`src/rtl/cache_refill_ctrl_if.sv`:
```
// ---------------------------------------------------------------------------
// cache_refill_ctrl_if
// Bundles every handshake and bus signal of the cache miss-refill stage.
//   miss_*      : miss request from the cache (valid/ready, byte address)
//   mem_req_*   : single-word read request to main memory (valid/ready/addr)
//   mem_rsp_*   : read data returned by main memory (valid/data, no ready)
//   fill_*      : assembled line handed to the cache (valid/ready/addr/data)
//   busy        : controller is not idle
//   refill_count: completed refills, for the statistics path
//   crit_*      : early copy of the missed word (critical-word-first builds)
// Modports:
//   master : the refill controller
//   slave  : the surrounding cache/memory environment
// ---------------------------------------------------------------------------
interface cache_refill_ctrl_if #(
  parameter int ADDR_W         = 32,
  parameter int DATA_W         = 32,
  parameter int WORDS_PER_LINE = 4
);
  logic                             miss_valid;
  logic                             miss_ready;
  logic [ADDR_W-1:0]                miss_addr;
  logic                             mem_req_valid;
  logic                             mem_req_ready;
  logic [ADDR_W-1:0]                mem_req_addr;
  logic                             mem_rsp_valid;
  logic [DATA_W-1:0]                mem_rsp_data;
  logic                             fill_valid;
  logic                             fill_ready;
  logic [ADDR_W-1:0]                fill_addr;
  logic [DATA_W*WORDS_PER_LINE-1:0] fill_data;
  logic                             busy;
  logic [31:0]                      refill_count;
  logic                             crit_valid;
  logic [DATA_W-1:0]                crit_data;

  modport master (
    input  miss_valid, miss_addr, mem_req_ready, mem_rsp_valid, mem_rsp_data, fill_ready,
    output miss_ready, mem_req_valid, mem_req_addr, fill_valid, fill_addr, fill_data,
           busy, refill_count, crit_valid, crit_data
  );

  modport slave (
    output miss_valid, miss_addr, mem_req_ready, mem_rsp_valid, mem_rsp_data, fill_ready,
    input  miss_ready, mem_req_valid, mem_req_addr, fill_valid, fill_addr, fill_data,
           busy, refill_count, crit_valid, crit_data
  );
endinterface

```
`src/rtl/cache_refill_ctrl.sv`:
```
// ---------------------------------------------------------------------------
// cache_refill_ctrl
// Miss-refill stage between a direct-mapped cache and main memory. Accepts one
// miss, fetches the whole line one word at a time with a single request
// outstanding, assembles it by address and hands it to the cache as one fill.
// Ports:
//   clk   : rising-edge clock
//   reset : synchronous, active-high reset
//   bus   : cache_refill_ctrl_if.master (miss, mem_req, mem_rsp, fill,
//           busy, refill_count, crit_*)
// Optional build macro:
//   REFILL_CRITICAL_WORD_FIRST_EN - fetch starts at the missed word and wraps;
//   the first returned word is pulsed on crit_valid/crit_data. When undefined
//   the fetch order is 0..WORDS_PER_LINE-1 and crit_* are tied to zero.
// ---------------------------------------------------------------------------
module cache_refill_ctrl #(
  parameter int ADDR_W         = 32,
  parameter int DATA_W         = 32,
  parameter int WORDS_PER_LINE = 4
) (
  input  logic                clk,
  input  logic                reset,
  cache_refill_ctrl_if.master bus
);
  localparam int OFF_W  = $clog2(WORDS_PER_LINE);
  localparam int LINE_W = DATA_W * WORDS_PER_LINE;

  localparam logic [1:0] ST_IDLE = 2'd0;
  localparam logic [1:0] ST_REQ  = 2'd1;
  localparam logic [1:0] ST_WAIT = 2'd2;
  localparam logic [1:0] ST_FILL = 2'd3;

  logic [1:0]                state_r;
  logic [1:0]                state_nxt_s;
  logic [ADDR_W-1:0]         base_r;
  logic [OFF_W-1:0]          idx_r;
  logic [WORDS_PER_LINE-1:0] mask_r;
  logic [LINE_W-1:0]         line_r;
  logic [ADDR_W-1:0]         req_addr_r;
  logic                      miss_ready_r;
  logic                      req_valid_r;
  logic                      fill_valid_r;
  logic                      busy_r;
  logic [31:0]               count_r;

  logic                      miss_fire_s;
  logic                      rsp_fire_s;
  logic                      fill_fire_s;
  logic [ADDR_W-1:0]         line_base_s;
  logic [OFF_W-1:0]          start_idx_s;
  logic [OFF_W-1:0]          idx_inc_s;
  logic [WORDS_PER_LINE-1:0] mask_nxt_s;
  logic                      last_word_s;
  logic                      unused_addr_bits_s;

  // Base address plus word index; the low word-offset bits of base are zero,
  // so the sum never carries out of the line and truncates at ADDR_W.
  function automatic logic [ADDR_W-1:0] word_addr(input logic [ADDR_W-1:0] base,
                                                  input logic [OFF_W-1:0]  idx);
    word_addr = base + ADDR_W'({idx, 2'b00});
  endfunction

  assign miss_fire_s = (state_r == ST_IDLE) && bus.miss_valid;
  assign rsp_fire_s  = (state_r == ST_WAIT) && bus.mem_rsp_valid;
  assign fill_fire_s = (state_r == ST_FILL) && bus.fill_ready;
  assign line_base_s = {bus.miss_addr[ADDR_W-1:OFF_W+2], {(OFF_W+2){1'b0}}};
  assign idx_inc_s   = idx_r + OFF_W'(1);
  assign mask_nxt_s  = mask_r | (WORDS_PER_LINE'(1) << idx_r);
  assign last_word_s = &mask_nxt_s;

`ifdef REFILL_CRITICAL_WORD_FIRST_EN
  assign start_idx_s        = bus.miss_addr[OFF_W+1:2];
  assign unused_addr_bits_s = ^bus.miss_addr[1:0];
`else
  assign start_idx_s        = {OFF_W{1'b0}};
  assign unused_addr_bits_s = ^bus.miss_addr[OFF_W+1:0];
`endif

  // Next-state decode of the refill FSM.
  always_comb begin
    state_nxt_s = state_r;
    case (state_r)
      ST_IDLE: begin
        if (bus.miss_valid) state_nxt_s = ST_REQ;
        else                state_nxt_s = ST_IDLE;
      end
      ST_REQ: begin
        if (bus.mem_req_ready) state_nxt_s = ST_WAIT;
        else                   state_nxt_s = ST_REQ;
      end
      ST_WAIT: begin
        if (bus.mem_rsp_valid) state_nxt_s = last_word_s ? ST_FILL : ST_REQ;
        else                   state_nxt_s = ST_WAIT;
      end
      ST_FILL: begin
        if (bus.fill_ready) state_nxt_s = ST_IDLE;
        else                state_nxt_s = ST_FILL;
      end
      default: state_nxt_s = ST_IDLE;
    endcase
  end

  // State register and registered status/handshake outputs decoded from the next state.
  always_ff @(posedge clk) begin
    if (reset) begin
      state_r      <= ST_IDLE;
      miss_ready_r <= 1'b1;
      req_valid_r  <= 1'b0;
      fill_valid_r <= 1'b0;
      busy_r       <= 1'b0;
    end else begin
      state_r      <= state_nxt_s;
      miss_ready_r <= (state_nxt_s == ST_IDLE);
      req_valid_r  <= (state_nxt_s == ST_REQ);
      fill_valid_r <= (state_nxt_s == ST_FILL);
      busy_r       <= (state_nxt_s != ST_IDLE);
    end
  end

  // Line datapath: latched miss, word index, received mask, request address, line buffer.
  always_ff @(posedge clk) begin
    if (reset) begin
      base_r     <= {ADDR_W{1'b0}};
      idx_r      <= {OFF_W{1'b0}};
      mask_r     <= {WORDS_PER_LINE{1'b0}};
      req_addr_r <= {ADDR_W{1'b0}};
      line_r     <= {LINE_W{1'b0}};
    end else if (miss_fire_s) begin
      base_r     <= line_base_s;
      idx_r      <= start_idx_s;
      mask_r     <= {WORDS_PER_LINE{1'b0}};
      req_addr_r <= word_addr(line_base_s, start_idx_s);
    end else if (rsp_fire_s) begin
      // Slot is chosen by address index, so arrival order never affects layout.
      line_r[idx_r*DATA_W +: DATA_W] <= bus.mem_rsp_data;
      idx_r      <= idx_inc_s;
      mask_r     <= mask_nxt_s;
      req_addr_r <= word_addr(base_r, idx_inc_s);
    end
  end

  // Completed-refill counter, wrapping naturally at 2^32.
  always_ff @(posedge clk) begin
    if (reset)            count_r <= 32'd0;
    else if (fill_fire_s) count_r <= count_r + 32'd1;
  end

`ifdef REFILL_CRITICAL_WORD_FIRST_EN
  logic              crit_valid_r;
  logic [DATA_W-1:0] crit_data_r;

  // One-cycle early copy of the first returned word, which is the missed word.
  always_ff @(posedge clk) begin
    if (reset) begin
      crit_valid_r <= 1'b0;
      crit_data_r  <= {DATA_W{1'b0}};
    end else begin
      crit_valid_r <= rsp_fire_s && (mask_r == {WORDS_PER_LINE{1'b0}});
      if (rsp_fire_s && (mask_r == {WORDS_PER_LINE{1'b0}})) crit_data_r <= bus.mem_rsp_data;
    end
  end

  assign bus.crit_valid = crit_valid_r;
  assign bus.crit_data  = crit_data_r;
`else
  assign bus.crit_valid = 1'b0;
  assign bus.crit_data  = {DATA_W{1'b0}};
`endif

  assign bus.miss_ready    = miss_ready_r;
  assign bus.mem_req_valid = req_valid_r;
  assign bus.mem_req_addr  = req_addr_r;
  assign bus.fill_valid    = fill_valid_r;
  assign bus.fill_addr     = base_r;
  assign bus.fill_data     = line_r;
  assign bus.busy          = busy_r;
  assign bus.refill_count  = count_r;
endmodule
```
`src/flat_wrapper.sv`:
```
// flat-port wrapper written by rule: the top's interface ports become plain ports
module cache_refill_ctrl_flat 
#(
  parameter int ADDR_W         = 32,
  parameter int DATA_W         = 32,
  parameter int WORDS_PER_LINE = 4
)
  (clk, reset, bus_miss_valid, bus_miss_addr, bus_mem_req_ready, bus_mem_rsp_valid, bus_mem_rsp_data, bus_fill_ready, bus_miss_ready, bus_mem_req_valid, bus_mem_req_addr, bus_fill_valid, bus_fill_addr, bus_fill_data, bus_busy, bus_refill_count, bus_crit_valid, bus_crit_data);
  cache_refill_ctrl_if #(.ADDR_W(ADDR_W), .DATA_W(DATA_W), .WORDS_PER_LINE(WORDS_PER_LINE)) bus_i ();
  input  logic clk;
  input  logic reset;
  input wire logic [$bits(bus_i.miss_valid)-1:0] bus_miss_valid;
  input wire logic [$bits(bus_i.miss_addr)-1:0] bus_miss_addr;
  input wire logic [$bits(bus_i.mem_req_ready)-1:0] bus_mem_req_ready;
  input wire logic [$bits(bus_i.mem_rsp_valid)-1:0] bus_mem_rsp_valid;
  input wire logic [$bits(bus_i.mem_rsp_data)-1:0] bus_mem_rsp_data;
  input wire logic [$bits(bus_i.fill_ready)-1:0] bus_fill_ready;
  output wire logic [$bits(bus_i.miss_ready)-1:0] bus_miss_ready;
  output wire logic [$bits(bus_i.mem_req_valid)-1:0] bus_mem_req_valid;
  output wire logic [$bits(bus_i.mem_req_addr)-1:0] bus_mem_req_addr;
  output wire logic [$bits(bus_i.fill_valid)-1:0] bus_fill_valid;
  output wire logic [$bits(bus_i.fill_addr)-1:0] bus_fill_addr;
  output wire logic [$bits(bus_i.fill_data)-1:0] bus_fill_data;
  output wire logic [$bits(bus_i.busy)-1:0] bus_busy;
  output wire logic [$bits(bus_i.refill_count)-1:0] bus_refill_count;
  output wire logic [$bits(bus_i.crit_valid)-1:0] bus_crit_valid;
  output wire logic [$bits(bus_i.crit_data)-1:0] bus_crit_data;
  assign bus_i.miss_valid = bus_miss_valid;
  assign bus_i.miss_addr = bus_miss_addr;
  assign bus_i.mem_req_ready = bus_mem_req_ready;
  assign bus_i.mem_rsp_valid = bus_mem_rsp_valid;
  assign bus_i.mem_rsp_data = bus_mem_rsp_data;
  assign bus_i.fill_ready = bus_fill_ready;
  assign bus_miss_ready = bus_i.miss_ready;
  assign bus_mem_req_valid = bus_i.mem_req_valid;
  assign bus_mem_req_addr = bus_i.mem_req_addr;
  assign bus_fill_valid = bus_i.fill_valid;
  assign bus_fill_addr = bus_i.fill_addr;
  assign bus_fill_data = bus_i.fill_data;
  assign bus_busy = bus_i.busy;
  assign bus_refill_count = bus_i.refill_count;
  assign bus_crit_valid = bus_i.crit_valid;
  assign bus_crit_data = bus_i.crit_data;
  cache_refill_ctrl #(.ADDR_W(ADDR_W), .DATA_W(DATA_W), .WORDS_PER_LINE(WORDS_PER_LINE)) u_core (.clk(clk), .reset(reset), .bus(bus_i));
endmodule
```
`config.mk`:
```
export PLATFORM = sky130hd
export DESIGN_NAME = cache_refill_ctrl_flat
export DESIGN_NICKNAME = d
export VERILOG_FILES = /design/src/rtl/cache_refill_ctrl_if.sv /design/src/rtl/cache_refill_ctrl.sv /design/src/flat_wrapper.sv
export SDC_FILE = /design/constraint.sdc
export NUM_CORES = 1
export LEC_CHECK = 0
export CORE_ASPECT_RATIO = 1.5
export CORE_UTILIZATION = 44
export CTS_CLUSTER_DIAMETER = 30
export CTS_CLUSTER_SIZE = 10
export DETAILED_ROUTE_END_ITERATION = 12
export PLACE_DENSITY = 0.82
export SLEW_MARGIN = 20
export SYNTH_ARGS = -nofsm -noshare
export SYNTH_HDL_FRONTEND = slang
export SYNTH_SLANG_ARGS = --single-unit
```
`constraint.sdc`:
```
create_clock -name clk -period 2.35 [get_ports clk]
set_input_delay 0.235 -clock clk [delete_from_list [all_inputs] [get_ports clk]]
set_output_delay 0.235 -clock clk [all_outputs]
set_load 0.01 [all_outputs]
```
# Word level (Yosys, flattened, before mapping)

Index checks and enable logic that the tools add are counted.
W data, S select, Z words.

$add $sub $neg: 4
Equality and inequality tests: 5
Shift operators: 3
Muxes and demuxes: 9
Bitwise operators: 2
Reductions and logical operators: 10

Operators by type and width:

| kind                        | number |
|---|---|
| $bwmux W128                 | 1 |
| $shift A32 B34 Y128 const A | 1 |
| $shiftx A32 B34 Y128        | 1 |
| $mux W32                    | 2 |
| $neg A7 Y34                 | 1 |
| $add A32 B1 Y32 const B     | 1 |
| $add A32 B4 Y32             | 1 |
| $mux W2                     | 4 |
| $pmux W2 S4                 | 1 |
| $eq A2 B2 Y1 const B        | 3 |
| $eq A2 B1 Y1 const B        | 2 |
| $logic_not A2 Y1            | 2 |
| $or A4 B4 Y4                | 1 |
| $reduce_and A4 Y1           | 1 |
| $reduce_bool A2 Y1          | 2 |
| $shl A1 B2 Y4 const A       | 1 |
| $logic_and A1 B1 Y1         | 3 |
| $add A2 B1 Y2 const B       | 1 |
| $reduce_and A2 Y1           | 1 |
| $reduce_or A2 Y1            | 1 |
| $mux W1                     | 1 |
| $not A1 Y1                  | 1 |

Register bits: 232
Input bits: 70
Logic and storage cells: 45

# Longest topological paths before layout

Gate-level depths: netlist (run 1).

Depth in word-level cells: 7
Gate-level depth with buffers: 8
Gate-level depth less buffers: 6

# Worst setup path after synthesis (run 1)

No wires, ideal clock.

Kind: register to register
Start: reg u_core.idx_r[0]
End: reg u_core.line_r[10], in the netlist u_core.bus.fill_data[10]
Library setup time: 0.070 ns
Arrival: 1.950 ns
Setup slack: 0.330 ns
Stages on the path, launching flop included: 7
Buffers on the path: 1
Clock period less this slack: 2.020 ns
Cell sequence: dfxtp_1 inv_1 ha_1 nor3b_1 clkbuf_1 nand3_1 a21oi_1

Word-level cells in the longest chain between the ends: 3

RTL lines:

| item                                                        | line                     | source |
|---|---|---|
| from (decl)                                                 | cache_refill_ctrl.sv:36  | `logic [OFF_W-1:0] idx_r;` |
| from (signal assigned)                                      | cache_refill_ctrl.sv:124 | `idx_r <= {OFF_W{1'b0}};` |
| from (signal assigned)                                      | cache_refill_ctrl.sv:130 | `idx_r <= start_idx_s;` |
| from (signal assigned)                                      | cache_refill_ctrl.sv:136 | `idx_r <= idx_inc_s;` |
| $neg A7 Y34 (*)                                             | cache_refill_ctrl.sv:135 | `line_r[idx_r*DATA_W +: DATA_W] <= bus.mem_rsp_data;` |
| $shiftx A32 B34 Y128 or $shift A32 B34 Y128 (tied branches) | cache_refill_ctrl.sv:135 |  |
| $bwmux W128 (*)                                             | cache_refill_ctrl.sv:135 |  |
| to (signal assigned)                                        | cache_refill_ctrl.sv:127 | `line_r <= {LINE_W{1'b0}};` |
| to (signal, indexed assignment)                             | cache_refill_ctrl.sv:135 |  |
| to (decl)                                                   | cache_refill_ctrl.sv:38  | `logic [LINE_W-1:0] line_r;` |

Mark *: on every way between the ends. The rest lies on a longest branch, timed or not.
A chain may end at the register's enable or synchronous reset.

# Worst setup path after layout (run 1)

Start: reg u_core.count_r[12], in the netlist u_core.bus.refill_count[12]
End: reg u_core.count_r[31], in the netlist u_core.bus.refill_count[31]

Word-level cells in the longest chain between the ends: 1

RTL lines:

| item                   | line                     | source |
|---|---|---|
| from (decl)            | cache_refill_ctrl.sv:44  | `logic [31:0] count_r;` |
| from (signal assigned) | cache_refill_ctrl.sv:145 | `else if (fill_fire_s) count_r <= count_r + 32'd1;` |
| $add A32 B1 Y32        | cache_refill_ctrl.sv:145 |  |

Every way passes these cells.

==> run metrics, run 1 <==
H-tree levels 2; Final HPWL DP 18.1 mm; overall routing resource usage 25.1%; Fin. Hold Viols 0; CTS max path bufs 3; Ys Warns 0; Post-Route WL 27.0 mm; Slowest-stage cell, CP or3_1; Initial Util 44.9%; Port Buffer Count 287; largest net degree at the start of global routing 99; Worst EP required 2.78 ns; fin worst setup slack 0.376 ns; met2 Track Usage GR a little over two fifths; gr busiest metal met2; via-per-instance ratio 5.37; Post-DP Area approximately 12000 um^2; clock tree from TritonCTS done; layout net count 1387; vias post-DR 8562; ant diodes 0; mean area per synthesized cell roughly 8.5 um^2; post-CTS sizing 0; Yosys reg bits between 200 and 250; peak fanout along the critical path 18; I/O Pins 331; sequential fraction of the synthesis area 51.6%; Critical Path AT 2.40 ns; cells after synthesis ~1000; DRC viols 0; DRT Pass-1 Iters 5; post-route ant nets 0; vias in the first global route between 8000 and 9000; met1 Resource Use GR roughly 27%; synthesis-to-finish area growth 49.8%; Finished Core Util 67.2%; max_cap viols 0; period utilization a little over four fifths; design area 13200 um^2; count of final max-slew check failures 0; RSZ-0062 raised after global routing false; fmax approximately 500 MHz; CP cell instances nand4_2 -> or3_1 -> or4_1 -> a21oi_1; CP max stage delay 0.62 ns; Die Wd 118 um; RePlAce Congestion just over 0.8; classification of the worst-slack hold path in2reg; Num CTS Buffers 36; Cell Rows 63; CTS root buf clkbuf_16; CORE AREA between 15000 and 20000 um^2; Netlist cell types 37; Hold Buf Count CTS 0; worst slack at placement around 0.31 ns; placed cell count around 1500; gr ovfl total 0; initial antenna violation count 0; worst skew pair latency 0.50 ns; Final setup viols 0; critical path class reg2reg; outcome completed; Worst Setup End Kind register; full die area 20700 um^2; Syn Std Cell Area 8840 um^2; Final Non-Filler Cells 1594; Pwr Density 796 nW/um^2; Worst-path clk slew 0.05 ns; Peak VDD IR 0.717 mV; clk sink count 228; setup bufs post-CTS 0; static leakage ~0.0046 uW; fin crit period about 2.0 ns; Die H 176 um; global-route wire length before repair 41.8 mm; Iter 0 DRT Violations between 800 and 900; WL/cell 16.9 um; setup tns final 0 ns; share of cells above drive strength 1 7.50%; CP Launch Type register; Clock Skew about 0.025 ns; met3 GRT Util 5.88%
## flip-flops by register name, indices dropped and copies added (netlist names)
| signal | count |
|---|---|
| u_core.idx_r | 2 |
| u_core.state_r | 2 |
| u_core.bus.miss_ready | 1 |
| u_core.bus.mem_req_valid | 1 |
| u_core.bus.fill_addr | 28 |
| u_core.bus.busy | 1 |
| u_core.bus.mem_req_addr | 28 |
| u_core.mask_r | 4 |
| u_core.bus.fill_data | 128 |
| u_core.bus.fill_valid | 1 |
| u_core.bus.refill_count | 32 |
## where the power goes
part           internal (uW)  switching (uW)
logic                    362             391
clock network           3950            1810
registers               3970            50.7
total                   8290            2250
## final cells by class
type | instances | area [um^2]
clock buffer | 48 | 1030
tap | 260 | 325
clock inverter | 16 | 302
multi-input combinational | 717 | 3790
timing repair buffer | 316 | 3200
inverter | 9 | 33.8
fill | 1517 | 6460
sequential | 228 | 4560
## critical path, delay by kind of cell (launching register included)
kind | cells | cell delay (ns)
flip-flops | 1 | 0.42
AND/OR/NAND/NOR | 3 | 1.34
AO/OA/AOI/OAI | 1 | 0.15
## layer usage
layer | share of wire [%] | up-vias | routed length [um]
met5 | 0 | - | 0
met4 | 6.5 | 0 | 1750
met3 | 7.5 | 110 | 2040
met2 | 50 | 418 | 13500
met1 | 36 | 3983 | 9690
li1 | - | 4051 | -
## layout by cell type (no fill, tap or decap), types with 2 or more instances in the layout
master	Yosys	final
buf_4	41	20
and4_1	6	6
a211oi_1	28	28
clkbuf_16	0	37
o22ai_1	2	2
nand2_1	145	145
inv_6	0	4
clkbuf_1	72	5
o31ai_1	11	11
o21ai_0	13	13
conb_1	1	39
nand3_1	138	138
bufinv_16	0	8
clkbuf_8	0	6
nor2_1	70	70
and2_1	6	6
and3_1	3	3
xnor2_1	5	5
inv_1	9	9
buf_12	0	9
clkdlybuf4s50_1	0	286
xor2_1	5	5
a21oi_1	158	157
nor3b_2	0	3
or3_1	11	11
or4_1	11	11
nand4_1	5	5
clkinv_2	0	2
nand4_2	2	2
dfxtp_1	228	228
mux2i_1	30	30
or3_2	2	2
nor3_1	8	7
ha_1	9	9
## path summary, 6_finish.rpt
kind | cells after the start | slack [ns] | end | start
setup / recovery | 4 | 0.38 | u_core.bus.refill_count[31] | u_core.bus.refill_count[12]
hold / removal | 2 | 0.10 | u_core.bus.refill_count[3] | reset
setup reg to reg | 4 | 0.38 | u_core.bus.refill_count[31] | u_core.bus.refill_count[12]
hold reg to reg | 2 | 0.45 | u_core.bus.fill_data[28] | u_core.bus.fill_data[28]
## per-stage QoR
stage | power (uW) | hold slack (ns)
2_1_floorplan | 4470 | 0.387
3_3_place_gp | 4830 | 0.437
3_5_place_dp | 4850 | 0.443
5_1_grt | 10900 | 0.111
6_report | 10500 | 0.100
4_1_cts | 10600 | 0.0913
## logic make-up (layout without fill, tap and decap cells)
logic type      Yosys count  count (layout)  synth area share, %
simple gates            415             415                 21.8
flops                   228             228                 51.6
compound gates          214             214                 13.3
buf+inv                 133             389                 7.56
mux                      30              30                 3.40
xor+xnor                 10              10                0.990
fa+ha+maj                 9               9                 1.27
other cells               1              39               0.0424
## synth_stat cells, drive strengths merged
master  number  share of area, %
or3         13              0.95
nor2b        1             0.071
a21oi      158               8.9
o21ai       13              0.74
and3b        1             0.099
mux2i       30               3.4
inv          9              0.38
ha           9               1.3
nor3b        3              0.25
and4         7              0.71
clkbuf      72               3.1
a211oi      28               2.4
o21a         1             0.085
nand4        7              0.64
and3         3              0.21
dfxtp      228                52
nor2        71               3.0
nor3         8              0.45
nand2      145               6.2
buf         52               4.1
o21bai       1             0.085
nand3      138               7.8
xnor2        5              0.50
conb         1             0.042
nand2b       1             0.071
o31ai       11              0.93
or4         11              0.93
and2         6              0.42
o22ai        2              0.14
xor2         5              0.50
(Power assumes the default switching activity.)
==> inputs of run 2 (changes only) <==
clock period = 1.98 ns   (was 2.35 ns; I/O delays follow)
==> run metrics, run 2 (synthesized netlist as in run 1, its figures left out) <==
period utilization 92.9%; ant diodes 0; WL/cell 16.9 um; crit-path leading delay family buffers and inverters; Final Non-Filler Cells 1605; full die area 20700 um^2; CP Launch Type register; layout net count between 1000 and 1500; commonest non-fill, non-tap cell in the layout clkdlybuf4s50_1; Iter 0 DRT Violations a little over 600; peak fanout along the critical path 21; Initial Util 44.9%; DRC viols 0; Reg2Reg Setup Slack 0.14 ns; Cell Rows 63; WP buf/inv 2; global-route wire length before repair around 42 mm; setup bufs post-CTS 0; leading cell types in the layout, fill and taps excluded clkdlybuf4s50_1 (286), dfxtp_1 (228), a21oi_1 (157); post-CTS sizing 0; Die H 176 um; RSZ-0062 raised after global routing false; CTS max path bufs 3; CORE AREA 19700 um^2; clk sink count 228; RePlAce Congestion 0.817; critical path class reg2reg; clock tree from TritonCTS done; gr ovfl total 0; static leakage 0.00468 uW; Hold Buf Count CTS 0; Worst-path clk slew roughly 0.050 ns; DRT Pass-1 Iters 6; vias in the first global route about 8000; Slowest-stage cell, CP ha_1; I/O Pins 331; Clock Skew 0.0153 ns; Die Wd 118 um; CTS root buf clkbuf_16; fin crit period between 1.5 and 2 ns; synthesis-to-finish area growth 50.2%; classification of the worst-slack hold path in2reg; Pwr Total 11700 uW; post-route ant nets 0; CP cell instances inv_1 -> ha_1 -> nor3_2 -> buf_4 -> nand3_1 -> a21oi_1; Peak VDD IR about 0.94 mV; fmax 544 MHz; largest net degree at the start of global routing 91; vias post-DR around 8600; worst skew pair latency approximately 0.5 ns; Final setup viols 0; Fin. Hold Viols 0; count of final max-slew check failures 0; share of cells above drive strength 1 8.33%; Num CTS Buffers 35; Critical Path AT 2.23 ns; H-tree levels 2; outcome completed; via-per-instance ratio 5.34; initial antenna violation count 0; Port Buffer Count 287; Worst Setup End Kind register; max_cap viols 0; Post-Route WL around 27 mm; Final HPWL DP 18.0 mm; max reg flops 128; Pwr Density ~880 nW/um^2; overall routing resource usage 25.2%; placed cell count 1546; CP max stage delay 0.39 ns; Worst EP required 2.37 ns
==> run 2: cell types whose count changed in the layout (fill, tap and decap cells not counted), sizes merged <==
cell	previous run	this run
clkbuf	48	44
clkinv	3	7
buf	30	46
inv	13	10
bufinv	8	4
clkinvlp	1	3
==> run 2: final timing paths <==
kind                                          startpoint                         to  cells after the start
worst max register to register           u_core.idx_r[0]  u_core.bus.fill_data[104]                      6
worst max-delay path                     u_core.idx_r[0]  u_core.bus.fill_data[104]                      6
worst min register to register  u_core.bus.fill_data[82]   u_core.bus.fill_data[82]                      2
worst min-delay path                               reset   u_core.bus.fill_addr[14]                      2
==> run 2: layout make-up <==
type                       instances  area [um^2]
clock buffer                      44          972
sequential                       228         4560
tap                              260          325
timing repair buffer             332         3400
clock inverter                    15          190
inverter                           9         33.8
multi-input combinational        717         3790
fill                            1552         6430
==> run 2: power by group <==
part,internal (uW),leakage [uW],switching [uW]
clock,3980,0.000565,2070
sequential,4710,0.00185,63.4
combinational,444,0.00226,467
==> run 2: metal layers <==
metal  track usage (%)  part of all wire, %  vias to the layer above
met5                 0                    0                        -
li1                  -                    -                     4067
met3              6.07                  7.1                       97
met2              44.5                   51                      427
met1              27.0                   36                     3986
met4              15.7                  5.7                        0
==> run 2: metrics by stage <==
step	util, %	TNS, ns	hold slack, ns	area, um^2	worst slack, ns
detailed placement	61.5	-0.0189	0.443	12100	-0.0189
CTS	67.4	0	0.0140	13300	0.0255
global placement	61.5	0	0.437	12100	0.0124
floorplan	-	-2.55	0.350	8990	-0.0402
finish	67.4	0	0.0346	13300	0.140
global route	67.4	0	0.0222	13300	0.0126
==> inputs of run 3 (changes only) <==
SETUP_SLACK_MARGIN = 0.1   (was default)
==> run metrics, run 3 (synthesized netlist as in run 1, its figures left out) <==
vias in the first global route 8099; Worst Setup End Kind register; Worst-path clk slew 0.05 ns; DRC viols 0; Initial Util approximately 45%; Final Non-Filler Cells approximately 1600; Final setup viols 0; Slowest-stage cell, CP or4_1; classification of the worst-slack hold path in2reg; post-route ant nets 0; Worst Hold Depth 2; Post-Route WL 26.9 mm; static leakage around 0.0047 uW; Clock Skew between 0.02 and 0.025 ns; Die H 176 um; Cell Rows 63; DRT Pass-1 Iters 4; # fillers 1554; CTS root buf clkbuf_16; max_cap viols 0; RSZ-0062 raised after global routing true; gr ovfl total 0; peak fanout along the critical path 15; fmax 560 MHz; Finished Core Util about two thirds; area of the multi-input gates 3820 um^2; critical path class reg2reg; max reg flops 128; count of final max-slew check failures 0; Final HPWL DP 18.2 mm; Pwr Total 11900 uW; initial antenna violation count 0; Reg2Reg Setup Slack 0.19 ns; clk sink count 228; reg2reg start u_core.bus.refill_count[4]; largest net degree at the start of global routing slightly above 100; CP cell instances and4_2 -> nand4_2 -> buf_4 -> or4_1 -> a21oi_1; worst skew pair latency roughly 0.50 ns; I/O Pins 331; CTS max path bufs 3; setup tns final 0 ns; leading cell types in the layout, fill and taps excluded clkdlybuf4s50_1 (285), dfxtp_1 (224), a21oi_1 (157); CP Launch Type register; overall routing resource usage roughly 25%; clock tree from TritonCTS done; Worst EP required roughly 2.4 ns; CP max stage delay about 0.48 ns; Peak VDD IR 0.834 mV; H-tree levels 2; Hold Startpoint reset; ant diodes 0; Critical R2R Capture u_core.bus.refill_count[22]; Num CTS Buffers 35; commonest non-fill, non-tap cell in the layout clkdlybuf4s50_1; WP buf/inv 1; Pwr Density 897 nW/um^2; share of cells above drive strength 1 under 10%; Critical Path AT 2.21 ns; Fin. Hold Viols 0; placed cell count 1545; via-per-instance ratio 5.30; full die area 20700 um^2; Port Buffer Count 287; CORE AREA 19700 um^2; register area roughly 4600 um^2; crit-path leading delay family simple AND/OR/NAND/NOR gates; worst r2r path cells 5; Die Wd 118 um; vias post-DR 8501; layout net count between 1000 and 1500; fin crit period 1.79 ns; WL/cell 16.7 um; worst hold margin 0.0649 ns; synthesis-to-finish area growth 50.5%; Hold Path End u_core.state_r[1]; RePlAce Congestion 0.850; outcome completed; global-route wire length before repair between 40 and 50 mm; Iter 0 DRT Violations 504; period utilization 90.2%
run 3: cell count changes in the layout (fill, tap and decap cells not counted), moves of 3 or more:
cell and delta:
nor3b_4 +3, buf_12 -3, dfxtp_1 -4, nor3b_2 -3
dfxtp_2 +4
run 3: per-stage QoR:
stage / setup slack (ns) / area, um^2
after global placement: 0.0470 / 12100
after CTS: 0.133 / 13300
after global routing: 0.0900 / 13300
final: 0.194 / 13300
after detailed placement: 0.00792 / 12100
after floorplan: 0.157 / 9010
run 3: cell type report:
class / count / share of cell area (%)
clock inverter: 16 / 1.76
clock buffer: 43 / 7.27
timing repair buffer: 331 / 25.2
inverter: 9 / 0.254
tap: 260 / 2.44
multi-input combinational: 717 / 28.7
sequential: 228 / 34.3
run 3: how the worst max path moves through the flow:
stage                               startpoint                     endpoint  slack (ns)  cells after the start
floorplan                      u_core.idx_r[0]      u_core.bus.fill_data[2]        0.16                      6
global placement                bus_fill_ready  u_core.bus.refill_count[26]        0.05                      6
detailed placement              bus_fill_ready  u_core.bus.refill_count[28]       0.008                      6
CTS                 u_core.bus.refill_count[1]  u_core.bus.refill_count[28]        0.13                      6
global route        u_core.bus.refill_count[5]  u_core.bus.refill_count[28]        0.09                      5
finish              u_core.bus.refill_count[4]  u_core.bus.refill_count[22]        0.19                      5
run 3: worst register-to-register path: cells and delay by family, from the launching register on:
kind	cells	cell delay (ns)
DFF	1	0.40
and+or+nand+nor	3	0.94
buffers and inverters	1	0.21
AOI/OAI and AO/OA	1	0.17
run 3: layer usage:
layer | vias up | share of wire, % | global-route usage, %
li1 | 4078 | - | -
met1 | 3938 | 37 | 26.5
met2 | 384 | 50 | 45.4
met3 | 101 | 6.9 | 5.62
met4 | 0 | 5.8 | 15.5
met5 | - | 0 | 0
run 3: report_power, final:
part	switching (uW)	leakage (uW)	total (uW)	internal [uW]
sequential	60.1	0.00185	4770	4710
clock	2130	0.000591	6250	4120
combinational	472	0.00228	913	442
total	2660	0.00472	11900	9280
run 3: what timing repair did:
item | CTS | global route
pin swaps | 0 | 0
hold buffers | 0 | 0
setup buffers | 0 | 0
setup endpoints to repair | 1 | 15
resized for setup | 1 | 6
==> edit: new RTL, flow settings as in run 3 <==
Add a define of `REFILL_CRITICAL_WORD_FIRST_EN`.
--- a/src/rtl/cache_refill_ctrl.sv
+++ b/src/rtl/cache_refill_ctrl.sv
@@ -15,2 +15,4 @@
 // ---------------------------------------------------------------------------
+`define REFILL_CRITICAL_WORD_FIRST_EN
+
 module cache_refill_ctrl #(
Function: changed (Yosys sat finds a counterexample within 4 cycles, from zero or initial values and one cycle with reset high).
==> edit against run 3 <==
  * Synthesized cell count up 7.0%
  * Cell area increased by 12%
  * Routed wire length is 17% higher
  * Worst setup slack got worse by 0.060 ns
  * Largest power group unchanged
  * Synthesized area increased by 9.7%
  * Sequential cell count is 33 higher
  * Final cell count increased by 8.7%
  * Clock power is 15% higher
  * Highest routed layer unchanged
  * Power rose by 15%
  * Sequential power is 14% higher
  * Maximum frequency shrank 3.2%
  * Die area increased by 9.6%
==> edit: results (changes against run 3) <==
* Final Wtd Congestion at 0.8460 (-0.46%)
* Crit path largest cell delay at 0.51 ns (+0.03 ns)
* Detailed Place HPWL at 21.39 mm (+18%)
* Worst Path Max Fanout at 9 (-6)
* Port Buffers at 322 (+12%)
* Synth Area in Adders at 0.01161 (-0.001128)
* Final WL at 31.50 mm (+17%)
* Number of global-route vias before repair at 9,377 (+16%)
* Peak supply drop at 0.7492 mV (-10%)
* Mapped Avg Cell Area at 8.717 um^2 (+2.5%)
* Fill cells at 1,671 (+7.5%)
* NetSw at 3.051 mW (+15%)
* Yosys cell types at 45 (+22%)
* Via count at 9,540 (+12%)
* Routed WL per cell at 18.06 um (+7.9%)
* Pleak at 5.274 nW (+12%)
* Critical-path top delay cell: or3_4
* Synth Area in Compound Gates at 0.1462 (+0.01323)
* Initial antenna violation count at 2 (+2)
* CTS Buf Count at 40 (+14%)
* Status: finished clean
* DRT iter0 DRCs at 709 (+41%)
* Top FF cell, synth: dfxtp_1
* Post-synthesis xor/xnor area fraction at 0.009930 (+0.00002517)
* Largest net degree at the start of global routing at 82 (-19%)
* Initial Util at 0.4484 (about the same)
* First-pass DRT Iterations at 7 (+3)
* Seq/Total Area, Yosys at 0.5386 (+0.02236)
* Fraction of layout cells with a size suffix above 1 at 0.1014 (+0.01282)
* Worst EP arrival at 2.23 ns (+0.02 ns)
* Power share of the clock group at 0.523 (about the same)
* Final Skew at 0.01201 ns (-0.01039 ns)
* CTS-repair resized insts at 2 (+1)
* Global-route wire length before repair at 48.36 mm (+15%)
* Cell count after placement at 1,673 (+8.3%)
* Most frequent cells after synthesis: dfxtp_1, nand2_1, a21oi_1, nand3_1, nor2_1
* Largest cells by area after synthesis: dfxtp_1, a21oi_1, nand2_1
* Post-synthesis mux area share at 0.03430 (+0.0003442)
* GR Util All Layers at 0.2717 (+0.01987)
* Final-report hold violation count at 0 (unchanged)
* Fmax at 0.5419 GHz (-3.2%)
* Comb pwr share at 0.081 (+0.004)
* FF+latch area at 5230 um^2 (+14%)
==> edit: cell types whose count changed after synthesis, moves of 8 or more <==
| cell | change |
|---|---|
| dfxtp_1 | +33 |
| nand2_1 | +29 |
| nand3_1 | -31 |
| buf_4 | -35 |
| a22oi_1 | +32 |
| a21oi_1 | -8 |
| nor2_1 | +36 |
==> edit: through the flow <==
step	power, mW	hold slack (ns)	TNS, ns	setup slack (ns)	area (um^2)
after floorplan	6.040	0.3340	0	0.04838	9741
after global placement	6.647	0.4361	-0.5385	-0.1371	13500
after detailed placement	6.667	0.4423	-0.8327	-0.1464	13500
after CTS	13.87	0.1647	0	0.1311	14880
after global routing	14.17	0.1875	0	0.05644	14930
final	13.77	0.1782	0	0.1345	14930
==> edit: final timing paths <==
| kind | start | to | slack (ns) | cells past startpoint |
|---|---|---|---|---|
| hold / removal | reset | u_core.bus.refill_count[8] | 0.18 | 2 |
| setup / recovery | u_core.bus.refill_count[3] | u_core.bus.refill_count[31] | 0.13 | 4 |
| setup reg to reg | u_core.bus.refill_count[3] | u_core.bus.refill_count[31] | 0.13 | 4 |
| hold reg to reg | u_core.bus.fill_data[12] | u_core.bus.fill_data[12] | 0.45 | 2 |
==> edit: metal layers <==
| metal | global-route usage | wire length [um] |
|---|---|---|
| met3 | 0.06483 | 2305 |
| met1 | 0.2845 | 11300 |
| met5 | 0 | 0 |
| met2 | 0.4789 | 16040 |
| met4 | 0.1711 | 1862 |
==> edit: area by class of cell <==
cell class,instances,share of cell area
clock inverter,19,0.01919
tap,272,0.02279
sequential,261,0.3503
timing repair buffer,384,0.2572
multi-input combinational,753,0.2758
antenna,2,0.0003352
inverter,6,0.001508
clock buffer,47,0.07290
